### src/rtl/pattern_scan_ctrl.sv
// pattern_scan_ctrl: hardware sequencer for the "program 3" pattern search.
// While busy it owns the data memory port. It reads a 5-bit pattern and a
// byte message, counts pattern occurrences three ways, and writes the three
// counts back to memory.
module pattern_scan_ctrl #(
  parameter int N_BYTES  = 32,
  parameter int PAT_ADDR = 32,
  parameter int RES_ADDR = 33
) (
  input  logic       clk,
  input  logic       reset,
  input  logic       start,
  output logic [7:0] mem_addr,
  input  logic [7:0] mem_rd_data,
  output logic       mem_wr_en,
  output logic [7:0] mem_wr_data,
  output logic       busy,
  output logic       done
);

  localparam int IDX_W = (N_BYTES > 1) ? $clog2(N_BYTES) : 1;
  localparam logic [IDX_W-1:0] IDX_LAST = IDX_W'(N_BYTES - 1);

  typedef enum logic [2:0] {
    S_IDLE,
    S_LD_PAT,
    S_SCAN,
    S_WR_B,
    S_WR_O,
    S_WR_S,
    S_DONE
  } state_t;

  state_t           state;
  state_t           state_nxt;
  logic [IDX_W-1:0] idx;
  logic [4:0]       pat;
  logic [7:0]       prev;
  logic [7:0]       ctb;    // in-byte window matches
  logic [7:0]       cto;    // bytes containing at least one match
  logic [7:0]       cts;    // whole-stream window matches
  logic [11:0]      w;      // last 4 bits of the previous byte followed by the current byte
  logic [2:0]       n_in;
  logic [2:0]       n_cross;
  logic [2:0]       n_cross_gated;

  assign w = {prev[3:0], mem_rd_data};

  // Count pattern hits in the four in-byte windows and the four windows that straddle the previous byte.
  always_comb begin
    // NOTE: every signal written in this block gets a default first, so no path can leave it unassigned and infer a latch.
    n_in    = '0;
    n_cross = '0;
    for (int k = 0; k < 4; k++) begin
      if (mem_rd_data[k +: 5] == pat) n_in    = n_in + 3'd1;
      if (w[k + 4 +: 5] == pat)       n_cross = n_cross + 3'd1;
    end
  end

  // Byte 0 has no predecessor, so it contributes no straddling windows.
  assign n_cross_gated = (idx != '0) ? n_cross : 3'd0;

  // State register, scan index, pattern latch and match counters.
  always_ff @(posedge clk) begin
    // NOTE: sequential state uses non-blocking assignments so every register samples pre-edge values.
    if (reset) begin
      state <= S_IDLE;
      idx   <= '0;
      pat   <= '0;
      prev  <= '0;
      ctb   <= '0;
      cto   <= '0;
      cts   <= '0;
    end else begin
      state <= state_nxt;
      case (state)
        S_IDLE, S_DONE: begin
          // A new job starts from clean counters, including a restart out of DONE.
          if (start) begin
            idx  <= '0;
            prev <= '0;
            ctb  <= '0;
            cto  <= '0;
            cts  <= '0;
          end
        end
        S_LD_PAT: begin
          pat <= mem_rd_data[7:3];
          idx <= '0;
        end
        S_SCAN: begin
          ctb  <= ctb + 8'(n_in);
          cto  <= cto + {7'd0, (n_in != 3'd0)};
          cts  <= cts + 8'(n_in) + 8'(n_cross_gated);
          prev <= mem_rd_data;
          idx  <= idx + 1'b1;
        end
        default: ;
      endcase
    end
  end

  // Next-state decode and memory-port / status outputs.
  always_comb begin
    state_nxt   = state;
    mem_addr    = 8'd0;
    mem_wr_en   = 1'b0;
    mem_wr_data = 8'd0;
    busy        = 1'b1;
    done        = 1'b0;
    case (state)
      S_IDLE: begin
        busy = 1'b0;
        if (start) state_nxt = S_LD_PAT;
      end
      S_LD_PAT: begin
        mem_addr  = 8'(PAT_ADDR);
        state_nxt = S_SCAN;
      end
      S_SCAN: begin
        mem_addr = 8'(idx);
        if (idx == IDX_LAST) state_nxt = S_WR_B;
      end
      S_WR_B: begin
        mem_addr    = 8'(RES_ADDR);
        mem_wr_en   = 1'b1;
        mem_wr_data = ctb;
        state_nxt   = S_WR_O;
      end
      S_WR_O: begin
        mem_addr    = 8'(RES_ADDR + 1);
        mem_wr_en   = 1'b1;
        mem_wr_data = cto;
        state_nxt   = S_WR_S;
      end
      S_WR_S: begin
        mem_addr    = 8'(RES_ADDR + 2);
        mem_wr_en   = 1'b1;
        mem_wr_data = cts;
        state_nxt   = S_DONE;
      end
      S_DONE: begin
        busy = 1'b0;
        done = 1'b1;
        if (start) state_nxt = S_LD_PAT;
      end
      default: begin
        busy      = 1'b0;
        state_nxt = S_IDLE;
      end
    endcase
  end

endmodule

### config.mk
export PLATFORM = sky130hd
export DESIGN_NAME = pattern_scan_ctrl
export DESIGN_NICKNAME = d
export VERILOG_FILES = /design/src/rtl/pattern_scan_ctrl.sv
export SDC_FILE = /design/constraint.sdc
export NUM_CORES = 1
export LEC_CHECK = 0
export ABC_AREA = 1
export BUFFER_PORTS_ARGS = -buffer_cell sky130_fd_sc_hd__buf_4
export CAP_MARGIN = 20
export CORE_MARGIN = 4
export CORE_UTILIZATION = 62
export CTS_BUF_LIST = sky130_fd_sc_hd__clkbuf_8
export CTS_CLUSTER_DIAMETER = 30
export DETAILED_ROUTE_END_ITERATION = 8
export GPL_ROUTABILITY_DRIVEN = 0
export PLACE_DENSITY = 0.83
export SETUP_SLACK_MARGIN = 0.3
export SKIP_LAST_GASP = 1
export SYNTH_ARGS = -nofsm -noshare
export SYNTH_HDL_FRONTEND = slang
export SYNTH_SLANG_ARGS = --single-unit
### constraint.sdc
create_clock -name clk -period 5.2 [get_ports clk]
set_input_delay 1.3 -clock clk [delete_from_list [all_inputs] [get_ports clk]]
set_output_delay 1.3 -clock clk [all_outputs]
set_load 0.05 [all_outputs]
==> impl_metrics.toml <==
[synth]
postSynth.topFlopCell = "sky130_fd_sc_hd__dfxtp_1"
largest_cells_by_area_after_synthesis = "sky130_fd_sc_hd__dfxtp_1, sky130_fd_sc_hd__nand2_1, sky130_fd_sc_hd__inv_1, sky130_fd_sc_hd__ha_1, sky130_fd_sc_hd__a21oi_1"
synth-edff-count = 0
post-synth-top-area-fraction = 0.249
synth_top_area_cell = "sky130_fd_sc_hd__dfxtp_1"
synth_sequential_area_ratio = 0.249
post_synthesis_mean_instance_area_um2 = 6.68
synth-async-reset-ratio = 0
postSynthCellCount = 494
synthesis.yosys.warnings = 0
synth.distinct_cells = 40
yosysMostFrequentCell = "sky130_fd_sc_hd__nand2_1"
area_of_the_mapped_netlist_mm2 = 0.00330
synth.cells.most_frequent = "sky130_fd_sc_hd__nand2_1, sky130_fd_sc_hd__inv_1, sky130_fd_sc_hd__dfxtp_1"
yosys_register_bits = 41

[power]
worst_vdd_ir_mv = 0.447
powerDensity_mw_per_mm2 = 391
power.static_leakage_uw = 0.00159

[routing]
drt_drc_violations_left = 0
drtPass1Iterations = 5
vias = 3133
first_iter_violations = 197
postRouteAntennaNets = 0
wl_per_cell_um = 13.0
wire_length_reported_by_the_detailed_router_mm = 7.53
via_per_inst = 5.43

[die]
fp.dieArea_mm2 = 0.00656
initial_core_util = 0.642
fp.dieW_um = 81.0
fp.dieH_um = 81.0
top_level_ports = 30
row_count = 26
core_area_mm2 = 0.00514

[placement]
hpwlAfterDp_mm = 5.56
buffer_ports.inserted = 27
post_detailed_placement_cell_area_mm2 = 0.00343
numPlacedInstances = 569
minimum_setup_slack_after_placement_ns = 0.305

[clocking]
clock-sinks = 41
cts_buffers = 5
htree_levels = 2
path_clk_slew_ns = 0.08
cts_root_buffer = "sky130_fd_sc_hd__clkbuf_8"
source_to_sink_clock_delay_at_the_later_pin_of_the_worst_skew_pair_ns = 0.30
cts_buffer_depth = 2
cts_tree = "yes"

[sta]
setup_repair_after_global_routing_missed_its_margin = "no"
fin_ws_ns = 0.587
setup_total_negative_slack_ns = 0
final.setup_skew_ns = 0.00815
period_share = 0.887
max_freq_ghz = 0.217
finalMaxSlewViolations = 0
relative_max_transition_margin = 0.616
period_needed_ns = 4.61
max_slew.worst_pin.slew_ns = 0.576
final-hold-violation-count = 0
finalSetupViolations = 0

[final_layout]
final-instance-count-excl-fill = 577
area_growth_from_synthesis_to_layout_pct = 6.67
nets = 540
layout.filler_cells = 464
final_core_util = 0.685
area.sequential_um2 = 821
post_route_cells_drive_above_1_share = 0.116
stdcell_area_mm2 = 0.00352
antennaDiodeCount = 0
multi_input_comb_area_mm2 = 0.00203

[global_routing]
grt_antenna_before_repair = 0
grt_pass1_vias = 2896
gr-usage-all-layers = 0.250
global_route.overflow_total = 0
grt_pass1_wl_mm = 12.9
grt_max_degree = 28

[hold_path]
min_path_type = "register to register"

[critical_path]
critPathArrivalTime_ns = 4.85
crit_fanout = 7
critPathCaptureType = "register"
worst-setup-path-type = "primary input to register"
required_time_of_the_worst_setup_path_ns = 5.43
timing.critical_path.from_type = "primary input"

[outcome]
outcome = "finished clean"

[run]
max-cap-violations = 0
## worst paths after layout
path	slack [ns]	cells past startpoint	endpoint	start
hold reg to reg	0.46	2	ctb[7]$_SDFFE_PP0P_	ctb[7]$_SDFFE_PP0P_
hold / removal	0.46	2	ctb[7]$_SDFFE_PP0P_	ctb[7]$_SDFFE_PP0P_
setup / recovery	0.59	19	cts[7]$_SDFFE_PP0P_	mem_rd_data[6]
setup reg to reg	1.10	22	cts[7]$_SDFFE_PP0P_	pat[0]$_SDFFE_PP0P_
## layout by cell type, fill, tap and decap left out, drive strengths merged
master,Yosys,layout
buf,18,27
nor2,39,39
nand2,139,139
nand3,26,26
a211oi,7,7
and3,1,1
inv,75,76
o221ai,1,1
or2,2,2
ha,17,17
a22oi,1,1
xor2,10,10
clkinv,0,1
xnor2,13,13
nand4,9,9
o21a,1,1
a221oi,1,1
nor4,2,2
dfxtp,41,41
clkbuf,5,6
o211ai,7,7
nor3b,2,2
fa,5,5
nor3,8,8
o21ai,24,24
conb,1,2
o22ai,2,2
a21oi,37,37
## state kept, by name (all words and copies together) (netlist names)
| name | count |
|---|---|
| prev | 4 |
| pat | 5 |
| ctb | 8 |
| cto | 8 |
| state | 3 |
| idx | 5 |
| cts | 8 |
## area by class of cell
cell class	count	share of cell area
inverter	75	0.0821
multi-input combinational	356	0.577
clock buffer	5	0.0195
sequential	41	0.233
timing repair buffer	28	0.0597
clock inverter	2	0.00355
tap	70	0.0249
## metal layers
| layer | up-vias | wire [um] | global-route usage |
|---|---|---|---|
| li1 | 1600 | - | - |
| met1 | 1429 | 3530 | 0.341 |
| met2 | 94 | 3460 | 0.405 |
| met3 | 10 | 439 | 0.0377 |
| met4 | 0 | 100 | 0.0794 |
| met5 | - | 0 | 0 |
## worst max-delay path: stages
cell	delay (ns)
sky130_fd_sc_hd__buf_4	0.14
sky130_fd_sc_hd__xnor2_1	0.15
sky130_fd_sc_hd__inv_1	0.05
sky130_fd_sc_hd__nor4_1	0.35
sky130_fd_sc_hd__ha_1	0.35
sky130_fd_sc_hd__xor2_1	0.21
sky130_fd_sc_hd__inv_1	0.07
sky130_fd_sc_hd__ha_1	0.26
sky130_fd_sc_hd__o21a_1	0.18
sky130_fd_sc_hd__o21ai_1	0.07
sky130_fd_sc_hd__inv_1	0.07
sky130_fd_sc_hd__fa_1	0.47
sky130_fd_sc_hd__ha_1	0.24
sky130_fd_sc_hd__fa_1	0.41
sky130_fd_sc_hd__nand2_1	0.09
sky130_fd_sc_hd__a21oi_1	0.08
sky130_fd_sc_hd__nand4_1	0.11
sky130_fd_sc_hd__o21ai_0	0.09
sky130_fd_sc_hd__a21oi_1	0.14
## power breakdown
part	internal [uW]	total (uW)	switching, uW	leakage (uW)
sequential	352	437	84.4	0.000332
clock	91.1	206	115	0.0000454
combinational	238	733	495	0.00121
## what timing repair did
item / 4_1_cts / 5_1_grt
gates resized for setup: 0 / 1
setup endpoints to repair: 0 / 1
setup buffers: 0 / 0
hold buffers: 0 / 0
## metrics by stage
step	power, uW	hold WS [ns]
5_1_grt	1490	0.489
3_3_place_gp	1150	0.449
2_1_floorplan	1050	0.437
3_5_place_dp	1160	0.454
4_1_cts	1370	0.466
6_report	1380	0.464
## kinds of logic after synthesis
family                     share of synthesized area
AOI/OAI and AO/OA                              0.140
xor gates and xnor gates                      0.0610
adders and majority gates                     0.0948
buffers and inverters                          0.139
DFF                                            0.249
other                                        0.00114
and+or+nand+nor                                0.315
Note: power is estimated with default switching activity, not from simulation.
